<file path="config.mk">
export PLATFORM = sky130hd
export DESIGN_NAME = alu_mdu_control
export DESIGN_NICKNAME = d
export VERILOG_FILES = /design/src/rtl/alu_mdu_control.sv
export SDC_FILE = /design/constraint.sdc
export NUM_CORES = 1
export LEC_CHECK = 0
export CORE_MARGIN = 2
export CORE_UTILIZATION = 58
export CTS_CLUSTER_SIZE = 12
export DETAILED_ROUTE_END_ITERATION = 12
export DONT_BUFFER_PORTS = 1
export HOLD_SLACK_MARGIN = 0.15
export PLACE_DENSITY = 0.82
export SYNTH_ARGS = -nofsm -noshare
export SYNTH_HDL_FRONTEND = slang
export SYNTH_SLANG_ARGS = --single-unit
</file>
<file path="constraint.sdc">
create_clock -name clk -period 4.8 [get_ports clk]
set_input_delay 0.48 -clock clk [delete_from_list [all_inputs] [get_ports clk]]
set_output_delay 0.48 -clock clk [all_outputs]
set_load 0.03 [all_outputs]
</file>
<file path="src/rtl/alu_mdu_control.sv">
// alu_mdu_control -- RV32IM execute-stage operation controller.
//
// Decodes func3/func7/decoded_instruction into a 4-bit ALU op, with an
// optionally registered output stage. M-extension ops bypass the ALU and
// are sequenced through a multi-cycle MUL/DIV unit with a start/done
// handshake, a latency down-counter and a pipeline stall.
//
// Parameters:
//   MUL_LATENCY  cycles from mdu_start to mdu_done for MUL* (func3[2]=0), >=1
//   DIV_LATENCY  cycles from mdu_start to mdu_done for DIV/REM (func3[2]=1), >=1
//   REG_OUT      1: alu_ctrl/alu_valid registered; 0: combinational
//
// Ports:
//   clk, rst              rising-edge clock, synchronous active-high reset
//   in_valid              instruction present in execute this cycle
//   flush                 kill current instruction / abort MDU op
//   stall_in              downstream hold; freezes outputs
//   func3, func7          instr[14:12], instr[31:25]
//   decoded_instruction   one-hot class: [8] R, [7] I-ALU, [3] B
//   alu_ctrl, alu_valid   ALU op code and its qualifier (non-M only)
//   mdu_start             1-cycle launch pulse
//   mdu_op                func3 of the M op, stable while busy
//   mdu_done              MDU result valid, held while stall_in=1
//   mdu_kill              1-cycle pulse when a busy op is flushed
//   stall_out             hold IF/ID/EX while an M op is in flight
module alu_mdu_control #(
  parameter int unsigned MUL_LATENCY = 2,
  parameter int unsigned DIV_LATENCY = 33,
  parameter bit          REG_OUT     = 1'b1
) (
  input  logic       clk,
  input  logic       rst,
  input  logic       in_valid,
  input  logic       flush,
  input  logic       stall_in,
  input  logic [2:0] func3,
  input  logic [6:0] func7,
  input  logic [8:0] decoded_instruction,
  output logic [3:0] alu_ctrl,
  output logic       alu_valid,
  output logic       mdu_start,
  output logic [2:0] mdu_op,
  output logic       mdu_done,
  output logic       mdu_kill,
  output logic       stall_out
);

  typedef enum logic [1:0] {IDLE, BUSY, DONE} state_t;

  localparam logic [5:0] MUL_CNT = 6'(MUL_LATENCY - 1);
  localparam logic [5:0] DIV_CNT = 6'(DIV_LATENCY - 1);

  state_t     state, state_next;
  logic [5:0] cnt, cnt_next;
  logic [2:0] op_next;
  logic       is_m;
  logic [3:0] dec;

  assign is_m = decoded_instruction[8] & (func7 == 7'b0000001);

  // ALU op decode; M ops are forced to 0000 since the ALU does not own them.
  always_comb begin
    dec = '0;
    if (decoded_instruction[8] | decoded_instruction[7]) begin
      case (func3)
        3'b000: dec = (func7[5] & decoded_instruction[8]) ? 4'b0001 : 4'b0000;
        3'b001: dec = 4'b0101;
        3'b010: dec = 4'b1000;
        3'b011: dec = 4'b1001;
        3'b100: dec = 4'b0100;
        3'b101: dec = func7[5] ? 4'b0111 : 4'b0110;
        3'b110: dec = 4'b0011;
        3'b111: dec = 4'b0010;
        default: dec = '0;
      endcase
    end else if (decoded_instruction[3]) begin
      case (func3[2:1])
        2'b10:   dec = 4'b1000;
        2'b11:   dec = 4'b1001;
        default: dec = 4'b0001;
      endcase
    end
    if (is_m) dec = '0;
  end

  generate
    if (REG_OUT) begin : g_reg_out
      // Flush takes priority over stall_in so a killed op never lingers.
      always_ff @(posedge clk) begin
        if (rst || flush) begin
          alu_ctrl  <= '0;
          alu_valid <= 1'b0;
        end else if (!stall_in) begin
          alu_ctrl  <= dec;
          alu_valid <= in_valid & ~is_m;
        end
      end
    end else begin : g_comb_out
      always_comb begin
        alu_ctrl  = flush ? 4'b0000 : dec;
        alu_valid = in_valid & ~is_m & ~flush;
      end
    end
  endgenerate

  // MDU sequencer. stall_out drops on the done cycle so the M instruction
  // retires in the same cycle its result is presented.
  always_comb begin
    state_next = state;
    cnt_next   = cnt;
    op_next    = mdu_op;
    mdu_start  = 1'b0;
    mdu_done   = 1'b0;
    mdu_kill   = 1'b0;
    stall_out  = 1'b0;
    case (state)
      IDLE: begin
        if (in_valid && is_m && !flush) begin
          mdu_start  = 1'b1;
          stall_out  = 1'b1;
          op_next    = func3;
          cnt_next   = func3[2] ? DIV_CNT : MUL_CNT;
          state_next = BUSY;
        end
      end
      BUSY: begin
        if (flush) begin
          mdu_kill   = 1'b1;
          cnt_next   = '0;
          state_next = IDLE;
        end else if (cnt != '0) begin
          cnt_next  = cnt - 6'd1;
          stall_out = 1'b1;
        end else begin
          mdu_done   = 1'b1;
          state_next = stall_in ? DONE : IDLE;
        end
      end
      DONE: begin
        if (flush) begin
          cnt_next   = '0;
          state_next = IDLE;
        end else begin
          mdu_done = 1'b1;
          if (!stall_in) state_next = IDLE;
        end
      end
      default: state_next = IDLE;
    endcase
  end

  always_ff @(posedge clk) begin
    if (rst) begin
      state  <= IDLE;
      cnt    <= '0;
      mdu_op <= '0;
    end else begin
      state  <= state_next;
      cnt    <= cnt_next;
      mdu_op <= op_next;
    end
  end

endmodule

</file>
==> results of run 1 <==
==> routing by layer <==
layer | wire, µm | global-route usage, % | vias to the layer above
met5 | 0 | 0 | -
met2 | 1157 | 39.20 | 29
met4 | 25 | 10.81 | 0
met3 | 166 | 9.057 | 4
met1 | 1008 | 27.75 | 462
li1 | - | - | 477
==> final cells by class <==
type	instances	area, µm²	share of cell area (%)
clock buffers	4	36.28	3.166
flip-flops and latches	16	320.3	27.95
well taps	25	31.28	2.729
multi-input cells	99	728.2	63.54
inverters	8	30.03	2.620
==> stage by stage <==
stage	total power [mW]	area, µm²	util [%]	setup WS (ns)
floorplan	0.1580	1107	-	2.919
global placement	0.1539	1110	62.91	2.766
detailed placement	0.1544	1110	62.91	2.754
CTS	0.2451	1146	64.96	2.405
global route	0.2540	1146	64.96	2.241
finish	0.2441	1146	64.96	2.386
==> layout by cell type, fill, tap and decap left out, types with 2 or more instances in the layout <==
master,instances
a21oi_1,5
nor3b_1,2
ha_1,6
o21ai_0,5
nand2_1,5
nor2b_1,3
a31oi_1,5
o31ai_1,2
nand2b_1,5
nor2_1,8
a311o_1,2
or3_1,2
dfxtp_1,16
nand3_1,2
nor3_1,7
inv_1,8
and2_1,3
a21o_1,2
or4_1,2
a311oi_1,2
o41ai_1,2
clkbuf_4,3
mux2i_1,4
==> path summary, 6_finish.rpt <==
kind / end / slack (ns) / cells after the start / start
setup / recovery: mdu_done / 2.39 / 5 / cnt[0]
hold / removal: cnt[4] / 0.24 / 1 / rst
setup reg to reg: cnt[2] / 2.82 / 6 / state[1]
hold reg to reg: cnt[1] / 0.50 / 2 / cnt[1]
==> power groups by stage <==
stage | logic [mW] | clock network [mW] | registers [mW]
after floorplan | 0.0181 | 0 | 0.140
after CTS | 0.0143 | 0.0937 | 0.137
final | 0.0143 | 0.0927 | 0.137
after global routing | 0.0162 | 0.100 | 0.137
after global placement | 0.0138 | 0 | 0.140
after detailed placement | 0.0142 | 0 | 0.140
==> state kept, by name, indices dropped and copies added, names as in the netlist <==
signal	count
state	2
mdu_op	3
cnt	6
alu_valid	1
alu_ctrl	4
==> cell families after synthesis <==
| logic type | count (synthesis) | share of synthesized area (%) |
|---|---|---|
| AO/OA/AOI/OAI | 35 | 24.75 |
| XOR/XNOR | 1 | 0.7911 |
| adder cells (fa/ha/maj) | 6 | 6.779 |
| buffers and inverters | 13 | 5.311 |
| flip-flops | 16 | 28.93 |
| multiplexers | 4 | 3.616 |
| AND/OR/NAND/NOR | 53 | 29.83 |
==> cell usage after synthesis, types with 2 or more instances <==
cell type / instances
or4_1: 2
nand2_1: 5
and2_1: 3
o21ai_0: 5
nand2b_1: 5
o31ai_1: 2
mux2i_1: 4
dfxtp_1: 16
a311oi_1: 2
nor2b_1: 3
or3_1: 2
nor3_1: 7
nor2_1: 8
inv_1: 8
o41ai_1: 2
nor3b_1: 2
nand3_1: 2
a311o_1: 2
a21oi_1: 5
buf_2: 2
a21o_1: 2
ha_1: 6
a31oi_1: 5
==> critical path: stages, from the launching register on <==
cell	delay, ns
dfxtp_1	0.35
inv_1	0.08
ha_1	0.14
nor3b_1	0.43
a31oi_1	0.14
nor2b_1	0.49
==> results.yml, run 1 <==
outcome:
  status: "finished clean"
job:
  max-cap-violations: 0
layout:
  final_cells: 152
  layout.nets: 158
  n_antenna_cell: 0
  fill_cells: 158
  layout-drive-gt1-share_pct: 12.60
  syn2layout_area_growth_pct: 3.503
critical_path:
  end_kind: "output pin"
  arrival_ns: 1.93
  startpoint_type: "flop"
  crit_required_ns: 4.32
  cp_max_fo: 4
  critPathKind: "reg -> out"
grt:
  grt_first_pass_wirelength_um: 3822
  overflow: 0
  first_global_vias: 916
  gr-usage-all-layers_pct: 23.98
  antenna_found_initial: 0
  grt_max_degree: 17
clock_network:
  cts_resized: 0
  cts_tree: "built"
  clkTransAtPathRegs_ns: 0.10
  clockBufferDepth: 2
  clock_latency_ns: 0.30
  cts.sinks: 16
  cts_root_buffer: "clkbuf_4"
  h-tree-depth: 1
  post_cts_buffers: 0
  cts_inserted_buffers: 3
  holdBufCountCts: 0
floorplan:
  start_util_pct: 62.77
  dieArea_um2: 2275
  die_y_um: 47.70
  ios: 36
  core_um2: 1764
  die_width_um: 47.70
  rows: 15
synth:
  netlist_instances: 128
  yosys.area.top_type_share_pct: 28.93
  yosysWarnings: 0
  ys_seq_area_share_pct: 28.93
  syn_nets: 158
  yosysTopAreaCell: "dfxtp_1"
  async_reset_ff_share_pct: 0
  synth.avg_cell_area_um2: 8.651
  synthDistinctLibCells: 51
  synth_area_leaders: "dfxtp_1 (29%), ha_1 (6.8%), mux2i_1 (3.6%)"
  ys_ff_latch: 16
  synth_edf_count: 0
  ys.flop_type: "dfxtp_1"
  syn_area_um2: 1107
route:
  drc: 0
  routedWlPerCell_um: 15.51
  vias: 972
  dr.pass1.iters: 4
  drtIter0Drc: 14
  ant_nets: 0
  routed_wl_um: 2358
  viasPerCell: 6.395
sta:
  setup_violations: 0
  drv_slew: 0
  holdWs_ns: 0.2361
  fin_crit_ns: 2.414
  fin_skew_ns: 0.004472
  fin_crit_sh_pct: 50.29
  worst_pin_slew_ns: 0.6432
  slew_headroom_pct: 56.83
  rsz0062_at_grt: "no"
  fmax_mhz: 414.3
  final.setup.tns_ns: 0
  hold_viol_final: 0
place:
  portBuffers: 0
  hpwl_um: 1843
  dp_cells: 148
  gp_congestion: 0.8102
power:
  switching_share_pct: 23.00
  intPower_uw: 187.9
  p_sw_uw: 56.14
  peakVddDrop_uv: 136.2
  powerDensity_nw_per_um2: 212.9
  p_leak_nw: 0.4438
  pwr-share-seq_pct: 56.2
  p_comb_share_pct: 5.8
  p_clk_share_pct: 38.0
worst_hold_path:
  hp-class: "in -> reg"
(Power assumes the default switching activity.)
==> run 2: changes to the inputs <==
- clock period: 4.8 -> 2.3 ns (I/O delays scaled with it)
==> run 2 against run 1 <==
  * First-iteration DRC count increased by 64%
  * Final cell count increased by 5.9%
  * Non-clock buffer count increased by 9
  * Critical path depth unchanged
  * Hold slack got worse by 0.092 ns
==> results.yml, run 2 (same netlist as run 1, synthesis figures left out) <==
sta:
  rsz0062_at_grt: "no"
  final.setup.tns_ns: 0
  drv_slew: 0
  fin_crit_ns: 2.032
  worst_pin_slew_ns: 0.6540
  fmax_mhz: 492.1
  hold_viol_final: 0
  setup_violations: 0
  holdWs_ns: 0.1439
  slew_headroom_pct: 56.26
  fin_skew_ns: 0.002422
  fin_crit_sh_pct: 88.35
grt:
  overflow: 0
  grt_max_degree: 17
  antenna_found_initial: 0
  grt_first_pass_wirelength_um: 4395
  gr-usage-all-layers_pct: 27.98
  first_global_vias: 989
layout:
  fill_cells: 160
  layout-drive-gt1-share_pct: 13.24
  top_regs: "cnt: 6 flops, alu_ctrl: 4 flops, mdu_op: 3 flops"
  fin_area_um2: 1231
  n_antenna_cell: 0
  largest_register_ffs: 6
  final_common_cell: "dfxtp_1"
  final_cells: 161
  syn2layout_area_growth_pct: 11.19
  layout.nets: 167
  max_flop_register: "cnt"
  final_cell_mix: "dfxtp_1 (16), inv_1 (8), nor2_1 (8)"
place:
  postPlaceCellArea_um2: 1125
  hpwl_um: 1935
  gp_congestion: 0.8325
  dp_cells: 150
  portBuffers: 0
floorplan:
  rows: 15
  die_y_um: 47.70
  ios: 36
  start_util_pct: 62.77
  dieArea_um2: 2275
  die_width_um: 47.70
  core_um2: 1764
clock_network:
  h-tree-depth: 1
  clock_latency_ns: 0.30
  cts_root_buffer: "clkbuf_4"
  clkTransAtPathRegs_ns: 0.10
  post_cts_buffers: 0
  cts_resized: 0
  cts.sinks: 16
  cts_inserted_buffers: 3
  cts_tree: "built"
  clockBufferDepth: 2
route:
  drtIter0Drc: 23
  routed_wl_um: 2676
  vias: 1059
  dr_wl_met3_um: 219
  dr.pass1.iters: 5
  routedWlPerCell_um: 16.62
  drt-met1-wl_um: 1045
  highest_layer: "met4"
  drc: 0
  viasPerCell: 6.578
  wl_met2_um: 1318
  ant_nets: 0
critical_path:
  critPathKind: "reg -> out"
  arrival_ns: 1.80
  crit_required_ns: 2.07
  slowest_stage: "nor3b_1"
  startpoint_type: "flop"
  cp_max_fo: 5
  end_kind: "output pin"
  cp_top_family: "simple AND/OR/NAND/NOR gates"
  slowest_delay_ns: 0.43
  crit_buf_inv: 1
  path_cells: "inv_1 > ha_1 > nor3b_1 > a21o_1 > nand2_1"
power:
  pwr-share-seq_pct: 54.1
  p_clk_share_pct: 37.1
  p_comb_share_pct: 8.8
  peakVddDrop_uv: 332.5
  switching_share_pct: 24.44
  power_uw: 529.3
  intPower_uw: 399.9
  p_leak_nw: 0.4826
  p_sw_uw: 129.3
  powerDensity_nw_per_um2: 429.9
worst_hold_path:
  hp-class: "in -> reg"
job:
  max-cap-violations: 0
outcome:
  status: "finished clean"
run 2: changes by cell type in the layout (fill, tap and decap cells not counted):
cell / before / now
dlygate4sd3_1: 0 / 7
buf_4: 0 / 2
run 2: layout make-up:
type                            instances  area (µm²)  area share, %
Inverter                                8       30.03          2.439
Multi-Input combinational cell         99       728.2          59.15
Timing Repair Buffer                    9       85.08          6.911
Tap cell                               25       31.28          2.541
Sequential cell                        16       320.3          26.02
Clock buffer                            4       36.28          2.947
run 2: worst register-to-register path: cells and delay by family, from the launching register on:
kind | cells | cell delay (ns)
and+or+nand+nor | 2 | 0.69
AOI/OAI and AO/OA | 2 | 0.56
buffers and inverters | 1 | 0.08
DFF | 1 | 0.41
adders and majority gates | 1 | 0.19
run 2: power groups by stage:
| stage | registers [mW] | logic (mW) | clock network (mW) |
|---|---|---|---|
| global route | 0.287 | 0.0516 | 0.211 |
| global placement | 0.293 | 0.0287 | 0 |
| finish | 0.286 | 0.0465 | 0.196 |
| detailed placement | 0.293 | 0.0298 | 0 |
| CTS | 0.286 | 0.0461 | 0.196 |
| floorplan | 0.292 | 0.0378 | 0 |
run 2: metrics by stage:
step / utilization [%] / setup WS (ns)
after CTS: 69.79 / 0.2807
after detailed placement: 63.76 / 0.3089
final: 69.79 / 0.2679
after global routing: 69.79 / 0.1414
after floorplan: - / 0.4772
after global placement: 63.76 / 0.3661
run 2: path summary, 6_finish.rpt:
| kind | startpoint | to | slack [ns] | cells past startpoint |
|---|---|---|---|---|
| max reg2reg | state[0] | cnt[2] | 0.30 | 6 |
| min reg2reg | cnt[1] | cnt[1] | 0.51 | 2 |
| max | cnt[0] | stall_out | 0.27 | 5 |
| min | stall_in | alu_ctrl[3] | 0.14 | 3 |
run 2: repair_timing:
action / 4_1_cts / 5_1_grt
hold buffers: 7 / 0
hold endpoints to repair: 16 / 0
setup endpoints to repair: 0 / 0
run 2: layer usage:
metal | track usage, % | up-vias
met5 | 0 | -
li1 | - | 494
met4 | 12.43 | 0
met3 | 7.925 | 13
met2 | 47.20 | 57
met1 | 32.80 | 495
